$ cat src/rtl/fsm_ring_sequencer.sv
// ---------------------------------------------------------------------------
// fsm_ring_sequencer
//
// This module owns the state register of an NSTATES-deep ring FSM
// (0 -> 1 -> ... -> NSTATES-1 -> 0). Each state is held for a programmable
// dwell time. After the dwell expires, the ring leaves state k only when
// go_i[k] is high. A small run/stop controller starts the ring. It can also
// drain the ring back to state 0 and park it there.
//
// Optional feature: define SEQ_HOLD_EN to add the hold_i input. While hold_i
// is high, the dwell counter is frozen and no advance can happen.
//
// Ports
//   clock_i       rising-edge clock
//   reset_i       synchronous, active-high reset (also clears dwell table)
//   start_i       level: start the ring, or resume it while draining
//   stop_i        level: request a drain back to state 0
//   go_i          go_i[k] allows an advance out of state k
//   hold_i        (SEQ_HOLD_EN only) freeze counter and block advance
//   cfg_we_i      dwell table write strobe
//   cfg_addr_i    dwell table index (values >= NSTATES are ignored)
//   cfg_dwell_i   dwell value; state k is held >= dwell[k]+1 cycles
//   state_o       current ring state (registered)
//   busy_o        1 while the controller is in RUN or STOPPING
//   adv_o         1-cycle pulse in the first cycle of a newly entered state
//   wrap_o        1-cycle pulse together with adv_o when the new state is 0
// ---------------------------------------------------------------------------
//   ctl       | meaning
//   ----------+--------------------------------------------------------------
//   CTL_IDLE  | ring parked at state 0, waiting for start_i
//   CTL_RUN   | ring stepping; stop_i begins a drain
//   CTL_STOP  | ring stepping until it wraps to 0, then back to idle
// ---------------------------------------------------------------------------
module fsm_ring_sequencer #(
    parameter int NSTATES = 9,
    parameter int SW      = 4,
    parameter int DW      = 8
) (
    input  logic               clock_i,
    input  logic               reset_i,
    input  logic               start_i,
    input  logic               stop_i,
    input  logic [NSTATES-1:0] go_i,
`ifdef SEQ_HOLD_EN
    input  logic               hold_i,
`endif
    input  logic               cfg_we_i,
    input  logic [SW-1:0]      cfg_addr_i,
    input  logic [DW-1:0]      cfg_dwell_i,
    output logic [SW-1:0]      state_o,
    output logic               busy_o,
    output logic               adv_o,
    output logic               wrap_o
);

    typedef enum logic [1:0] {
        CTL_IDLE = 2'd0,
        CTL_RUN  = 2'd1,
        CTL_STOP = 2'd2
    } ctl_t;

    localparam logic [SW-1:0] LAST = SW'(NSTATES - 1);

    ctl_t          ctl_q, ctl_d;
    logic [SW-1:0] state_q, state_d;
    logic [DW-1:0] cnt_q, cnt_d;
    logic          busy_q, adv_q, adv_d, wrap_q, wrap_d;
    logic [DW-1:0] dwell_q [NSTATES];

    logic          hold;
    logic [SW-1:0] nxt;
    logic          step;
    logic          addr_ok;

`ifdef SEQ_HOLD_EN
    assign hold = hold_i;
`else
    assign hold = 1'b0;
`endif

    assign nxt     = (state_q == LAST) ? '0 : state_q + SW'(1);
    assign step    = (ctl_q != CTL_IDLE) && !hold && (cnt_q == '0) && go_i[state_q];
    // Widen by one bit so that NSTATES == 2**SW still compares correctly.
    assign addr_ok = {1'b0, cfg_addr_i} < (SW+1)'(NSTATES);

    always_comb begin
        ctl_d   = ctl_q;
        state_d = state_q;
        cnt_d   = cnt_q;
        adv_d   = 1'b0;
        wrap_d  = 1'b0;

        if (ctl_q == CTL_IDLE) begin
            state_d = '0;
            if (start_i) begin
                ctl_d = CTL_RUN;
                cnt_d = dwell_q[0];
            end
        end else if (!hold) begin
            if (cnt_q != '0) begin
                cnt_d = cnt_q - DW'(1);
            end else if (go_i[state_q]) begin
                state_d = nxt;
                // The table is read before this cycle's write lands, so a
                // load and a write of the same entry take the old value.
                cnt_d   = dwell_q[nxt];
                adv_d   = 1'b1;
                wrap_d  = (nxt == '0);
            end
        end

        case (ctl_q)
            CTL_RUN: begin
                if (stop_i) ctl_d = CTL_STOP;
            end
            CTL_STOP: begin
                if (start_i && !stop_i)      ctl_d = CTL_RUN;
                else if (step && nxt == '0)  ctl_d = CTL_IDLE;
            end
            default: ;
        endcase
    end

    always_ff @(posedge clock_i) begin
        if (reset_i) begin
            ctl_q   <= CTL_IDLE;
            state_q <= '0;
            cnt_q   <= '0;
            busy_q  <= 1'b0;
            adv_q   <= 1'b0;
            wrap_q  <= 1'b0;
        end else begin
            ctl_q   <= ctl_d;
            state_q <= state_d;
            cnt_q   <= cnt_d;
            busy_q  <= (ctl_d != CTL_IDLE);
            adv_q   <= adv_d;
            wrap_q  <= wrap_d;
        end
    end

    always_ff @(posedge clock_i) begin
        if (reset_i) begin
            for (int k = 0; k < NSTATES; k++) dwell_q[k] <= '0;
        end else if (cfg_we_i && addr_ok) begin
            dwell_q[cfg_addr_i] <= cfg_dwell_i;
        end
    end

    assign state_o = state_q;
    assign busy_o  = busy_q;
    assign adv_o   = adv_q;
    assign wrap_o  = wrap_q;

endmodule

$ cat config.mk
export PLATFORM = sky130hd
export DESIGN_NAME = fsm_ring_sequencer
export DESIGN_NICKNAME = d
export VERILOG_FILES = /design/src/rtl/fsm_ring_sequencer.sv
export SDC_FILE = /design/constraint.sdc
export NUM_CORES = 1
export LEC_CHECK = 0
export CAP_MARGIN = 15
export CORE_ASPECT_RATIO = 0.9
export CORE_MARGIN = 8
export CORE_UTILIZATION = 47
export CTS_BUF_LIST = sky130_fd_sc_hd__clkbuf_8
export DETAILED_ROUTE_END_ITERATION = 8
export GPL_TIMING_DRIVEN = 0
export PLACE_DENSITY_LB_ADDON = 0.05
export SYNTH_ARGS = -nofsm -noshare
export SYNTH_HDL_FRONTEND = slang
export SYNTH_SLANG_ARGS = --single-unit
$ cat constraint.sdc
create_clock -name clock_i -period 3 [get_ports clock_i]
set_input_delay 0.9 -clock clock_i [delete_from_list [all_inputs] [get_ports clock_i]]
set_output_delay 0.9 -clock clock_i [all_outputs]
set_load 0.01 [all_outputs]
==> impl_metrics.env, run 1 <==
export IMPL_final_cell_area_sq_mm=0.00819
export IMPL_r2r_end="cnt_q[6]"
export IMPL_path_clk_slew_ns=0.07
export IMPL_drtIter0Drc=346
export IMPL_post_cts_buffers=0
export IMPL_synth_area_mux_share_pct=10.9
export IMPL_mappedNetlistArea_sq_mm=0.00701
export IMPL_crit_end="dwell_q[3][5]"
export IMPL_viasPerCell=5.52
export IMPL_ff2ff_path_depth=7
export IMPL_cts_htree_levels=4
export IMPL_drt_first_pass_iters=4
export IMPL_multi_input_area_sq_mm=0.00281
export IMPL_cpPeakStageDelay_ns=0.53
export IMPL_post_route_util_pct=55.9
export IMPL_yosysWarnings=0
export IMPL_async_reset_ff_share_pct=0
export IMPL_dieArea_sq_mm=0.0191
export IMPL_clockRootBuffer="clkbuf_8"
export IMPL_syn_inst=513
export IMPL_ant_nets=0
export IMPL_cp_startpoint="reset_i"
export IMPL_ys_flop_type="edfxtp_1"
export IMPL_critPathKind="primary input to flop"
export IMPL_clk_latency_ns=0.45
export IMPL_gp_congestion=0.915
export IMPL_grt_max_degree=17
export IMPL_diodes=0
export IMPL_cellLeakagePower_nw=3.00
export IMPL_run_status="finished clean"
export IMPL_syn_avg_cell_area_sq_um=13.7
export IMPL_io_pins=33
export IMPL_area_growth_pct=16.8
export IMPL_dpl_hpwl_um=12000
export IMPL_drv_slew=0
export IMPL_cp_max_fo=9
export IMPL_cp_depth=5
export IMPL_yosys_area_share_simple_pct=16.4
export IMPL_pwr_density_cell_mw_per_mm2=671
export IMPL_layout_common_cells="edfxtp_1, and2_1, conb_1"
export IMPL_nFillCells=1232
export IMPL_cp_end_kind="flop"
export IMPL_drt_wl_total_um=17100
export IMPL_cp_arrival_ns=3.10
export IMPL_start_kind="primary input"
export IMPL_crit_buf_inv=1
export IMPL_crit_required_ns=3.13
export IMPL_fmax_mhz=337
export IMPL_grt_pass1_vias=4538
export IMPL_finalCritPeriodShare_pct=98.8
export IMPL_synth_top_family_by_area="simple AND/OR/NAND/NOR gates"
export IMPL_power_mw=5.50
export IMPL_min_period_ns=2.96
export IMPL_grt_usage_pct=18.6
export IMPL_final_common_cell="edfxtp_1"
export IMPL_synthAdderAreaFrac_pct=1.25
export IMPL_antenna_found_initial=0
export IMPL_rows=42
export IMPL_tightest_slew_ns=0.779
export IMPL_cap_violations=0
export IMPL_numCtsBuffers=17
export IMPL_fin_skew_ns=0.00618
export IMPL_post_dp_cell_area_sq_mm=0.00778
export IMPL_drc=0
export IMPL_post_synth_xor_area_fraction_pct=0.250
export IMPL_regArea_sq_mm=0.00418
export IMPL_fp_dieW_um=145
export IMPL_worstPathCellList="clkdlybuf4s50_1, nand2b_1, or3_1, nor2_1, or2_2"
export IMPL_core_area_sq_mm=0.0147
export IMPL_numClockSinks=145
export IMPL_start_util_pct=47.8
export IMPL_clock_path_buffers=2
export IMPL_synth_compound_area_share_pct=7.92
export IMPL_hold_path_class="flop to flop"
export IMPL_vias=4574
export IMPL_layout_drive_gt1_share_pct=16.6
export IMPL_finalHoldViolCount=0
export IMPL_setup_violations=0
export IMPL_holdBufCountCts=0
export IMPL_synth_edf_count=128
export IMPL_ys_seq_elements=145
export IMPL_worst_path_max_delay_cell="nor2_1"
export IMPL_fin_nets=652
export IMPL_rrSetupSlack_ns=0.18
export IMPL_vdd_drop_max_uv=339
export IMPL_cts_tree="done"
export IMPL_grt_pass1_wl_um=26100
export IMPL_synthDistinctLibCells=70
export IMPL_hold_path_cell_count=2
export IMPL_port_buffers=31
export IMPL_rr_startpoint="state_o[0]"
export IMPL_routedWlPerCell_um=20.7
export IMPL_grt_overflow_total=0
export IMPL_rsz0062_at_grt="no"
export IMPL_die_h_um=132
export IMPL_seq_area_frac_synth_pct=59.7
export IMPL_slew_headroom_pct=47.7
export IMPL_critical_path_top_delay_family="simple AND/OR/NAND/NOR gates"
repair_timing:
item | CTS | global route
setup endpoints to repair | 8 | 22
gates cloned | 0 | 0
gates resized for setup | 1 | 7
hold endpoints to repair | 0 | 0
cells by family after synthesis:
logic type,after synthesis
flip-flops,145
AO/OA/AOI/OAI,77
buffers and inverters,35
XOR/XNOR,2
adder cells (fa/ha/maj),7
other,1
AND/OR/NAND/NOR,203
multiplexers,43
registers in the layout, summed over array words and instances, names as in the netlist:
register / flops
dwell_q: 128
cnt_q: 8
state_o: 4
ctl_q: 2
adv_o: 1
busy_o: 1
wrap_o: 1
tightest hold or removal path: cells and delay by family, from the launching register on:
family           cells  cell delay, ns
AND/OR/NAND/NOR      1            0.07
flip-flops           1            0.35
AO/OA/AOI/OAI        1            0.06
routing by layer:
layer | vias up | GRT usage, % | wire length, um
met5 | - | 0 | 0
met4 | 0 | 6.30 | 396
met2 | 163 | 27.9 | 8010
li1 | 2117 | - | -
met1 | 2266 | 25.4 | 7560
met3 | 28 | 4.92 | 1170
worst min-delay path by stage:
| stage | start | to | slack [ns] |
|---|---|---|---|
| global placement | cnt_q[7] | cnt_q[7] | 0.49 |
| finish | cnt_q[7] | cnt_q[7] | 0.53 |
| detailed placement | cnt_q[7] | cnt_q[7] | 0.51 |
| floorplan | cnt_q[7] | cnt_q[7] | 0.47 |
| CTS | cnt_q[7] | cnt_q[7] | 0.53 |
| global route | cnt_q[7] | cnt_q[7] | 0.57 |
cell type report:
type | instances | share of cell area [%]
inverter | 12 | 0.550
clock buffer | 17 | 2.86
timing repair buffer | 32 | 3.88
buffer | 23 | 2.52
tap | 198 | 3.02
clock inverter | 14 | 1.83
multi-input combinational | 388 | 34.2
sequential | 145 | 51.1
power by group:
part	switching (mW)	leakage [nW]	internal, mW
registers	0.118	1.37	2.39
logic	0.831	1.41	0.634
clock network	0.724	0.211	0.802
total	1.67	3.00	3.82
per-stage QoR:
step	TNS (ns)	hold slack (ns)	worst slack, ns	std cells
after floorplan	0	0.465	0.538	568
after global placement	-26.62	0.488	-0.672	797
after detailed placement	-24.75	0.515	-0.577	798
after CTS	0	0.526	0.00656	829
after global routing	0	0.570	0.0247	829
final	0	0.529	0.0358	829
Yosys cell counts (all sizes together) (5+ instances only):
cell	instances	share of area, %
edfxtp	128	55
and2	75	6.7
nand2	31	1.7
mux4	26	8.4
nor2	26	1.6
a21oi	20	1.5
dfxtp	17	4.9
buf	16	2.5
mux2i	14	2.0
nand3	13	0.93
nor3	13	1.0
inv	11	0.59
or2	11	0.98
o21ai	10	0.77
nand2b	8	0.71
a211oi	7	0.75
ha	7	1.2
clkbuf	6	0.32
nor4	5	0.45
o211ai	5	0.54
(Power assumes the default switching activity.)
==> inputs of run 2 (changes only) <==
--- a/config.mk
+++ b/config.mk
@@ -15,2 +15,3 @@
 export PLACE_DENSITY_LB_ADDON = 0.05
+export SLEW_MARGIN = 20
 export SYNTH_ARGS = -nofsm -noshare
==> constraint.sdc (replaced) <==
create_clock -name clock_i -period 3 [get_ports clock_i]
set_input_delay 0.3 -clock clock_i [delete_from_list [all_inputs] [get_ports clock_i]]
set_output_delay 0.3 -clock clock_i [all_outputs]
set_load 0.01 [all_outputs]
==> impl_metrics.env, run 2 (synthesis results as in run 1) <==
export IMPL_rows=42
export IMPL_fp_dieW_um=145
export IMPL_largest_reg_flops=128
export IMPL_grt_usage_pct=18.7
export IMPL_layout_common_cells="edfxtp_1, and2_1, conb_1"
export IMPL_drtIter0Drc=462
export IMPL_clk_latency_ns=0.45
export IMPL_vias=4621
export IMPL_hold_path_class="primary input to flop"
export IMPL_nFillCells=1242
export IMPL_final_cell_area_sq_mm=0.00815
export IMPL_clock_path_buffers=2
export IMPL_layout_drive_gt1_share_pct=16.0
export IMPL_routedWlPerCell_um=20.6
export IMPL_hold_slack_ns=0.492
export IMPL_drt_wl_total_um=17100
export IMPL_rrSetupSlack_ns=0.22
export IMPL_rr_startpoint="state_o[0]"
export IMPL_cts_htree_levels=4
export IMPL_area_growth_pct=16.2
export IMPL_grt_pass1_vias=4620
export IMPL_die_h_um=132
export IMPL_drt_first_pass_iters=5
export IMPL_hp_start="start_i"
export IMPL_multi_input_area_sq_mm=0.00280
export IMPL_hold_path_cell_count=4
export IMPL_regArea_sq_mm=0.00418
export IMPL_fmax_mhz=360
export IMPL_crit_required_ns=3.35
export IMPL_grt_pass1_wl_um=26400
export IMPL_start_util_pct=47.8
export IMPL_fin_nets=651
export IMPL_ant_nets=0
export IMPL_setup_ws_ns=0.221
export IMPL_dieArea_sq_mm=0.0191
export IMPL_cts_tree="done"
export IMPL_slew_headroom_pct=39.2
export IMPL_min_period_ns=2.78
export IMPL_cp_end_kind="flop"
export IMPL_fin_skew_ns=0.00898
export IMPL_clockRootBuffer="clkbuf_8"
export IMPL_tightest_slew_ns=0.905
export IMPL_dp_cells=797
export IMPL_route_met3_wl_um=1300
export IMPL_final_cells=828
export IMPL_diodes=0
export IMPL_final_common_cell="edfxtp_1"
export IMPL_gp_congestion=0.915
export IMPL_drv_slew=0
export IMPL_path_clk_slew_ns=0.08
export IMPL_antenna_found_initial=0
export IMPL_cap_violations=0
export IMPL_critPathKind="flop to flop"
export IMPL_drc=0
export IMPL_pre_cts_ws_ns=-0.0246
export IMPL_top_register="dwell_q"
export IMPL_setup_violations=0
export IMPL_finalHoldViolCount=0
export IMPL_numClockSinks=145
export IMPL_post_route_util_pct=55.6
export IMPL_hold_end="cnt_q[5]"
export IMPL_start_kind="flop"
export IMPL_viasPerCell=5.58
export IMPL_top_layer_used="met4"
export IMPL_cp_arrival_ns=3.13
export IMPL_run_status="finished clean"
export IMPL_ff2ff_path_depth=7
export IMPL_r2r_end="cnt_q[2]"
export IMPL_wl_met2_um=8000
export IMPL_vdd_drop_max_uv=331
export IMPL_cellLeakagePower_nw=2.97
export IMPL_numCtsBuffers=17
export IMPL_dpl_hpwl_um=12000
export IMPL_io_pins=33
export IMPL_post_dp_cell_area_sq_mm=0.00778
export IMPL_grt_overflow_total=0
export IMPL_grt_max_degree=17
export IMPL_wl_met1_um=7450
export IMPL_core_area_sq_mm=0.0147
export IMPL_port_buffers=31
export IMPL_tns_ns=0
export IMPL_rsz0062_at_grt="no"
export IMPL_pwr_density_cell_mw_per_mm2=665
export IMPL_cp_max_fo=10
export IMPL_finalCritPeriodShare_pct=92.6
export IMPL_power_mw=5.42
-- run 2: final cells by class --
class                           count  share of cell area [%]
Multi-Input combinational cell    388                    34.3
Sequential cell                   145                    51.3
Buffer                             23                    2.53
Tap cell                          198                    3.04
Timing Repair Buffer               31                    3.81
Inverter                           12                   0.553
Clock buffer                       17                    2.87
Clock inverter                     14                    1.55
-- run 2: routing by layer --
| layer | vias up | GRT usage (%) |
|---|---|---|
| met5 | - | 0 |
| met4 | 0 | 6.24 |
| met3 | 30 | 4.49 |
| met2 | 211 | 28.2 |
| met1 | 2267 | 26.0 |
| li1 | 2113 | - |
-- run 2: worst max path at each step --
stage | start | endpoint | slack [ns] | cells after the start
5_1_grt | state_o[0] | cnt_q[6] | 0.06 | 7
3_5_place_dp | reset_i | dwell_q[0][1] | -0.02 | 5
2_1_floorplan | state_o[0] | cnt_q[0] | 0.54 | 11
6_report | state_o[0] | cnt_q[2] | 0.22 | 7
3_3_place_gp | reset_i | dwell_q[8][5] | -0.07 | 4
4_1_cts | state_o[0] | cnt_q[1] | 0.02 | 8
-- run 2: power breakdown --
part / leakage [nW] / total [mW] / switching [mW] / internal, mW
registers: 1.37 / 2.50 / 0.114 / 2.39
clock network: 0.195 / 1.45 / 0.729 / 0.716
logic: 1.41 / 1.48 / 0.841 / 0.634
total: 2.97 / 5.42 / 1.68 / 3.74
-- run 2: critical path, stage by stage, from the launching register on --
cell	delay (ns)
dfxtp_1	0.40
clkinv_1	0.22
ha_2	0.42
clkbuf_1	0.58
mux4_2	0.45
a31oi_1	0.18
nand4_1	0.17
a31o_1	0.24
-- run 2: what timing repair did --
| action | CTS | global route |
|---|---|---|
| setup endpoints to repair | 0 | 5 |
| endpoints found under the hold margin | 0 | 0 |
| gates resized for setup | 0 | 5 |
| hold buffers | 0 | 0 |
| setup buffers | 0 | 0 |
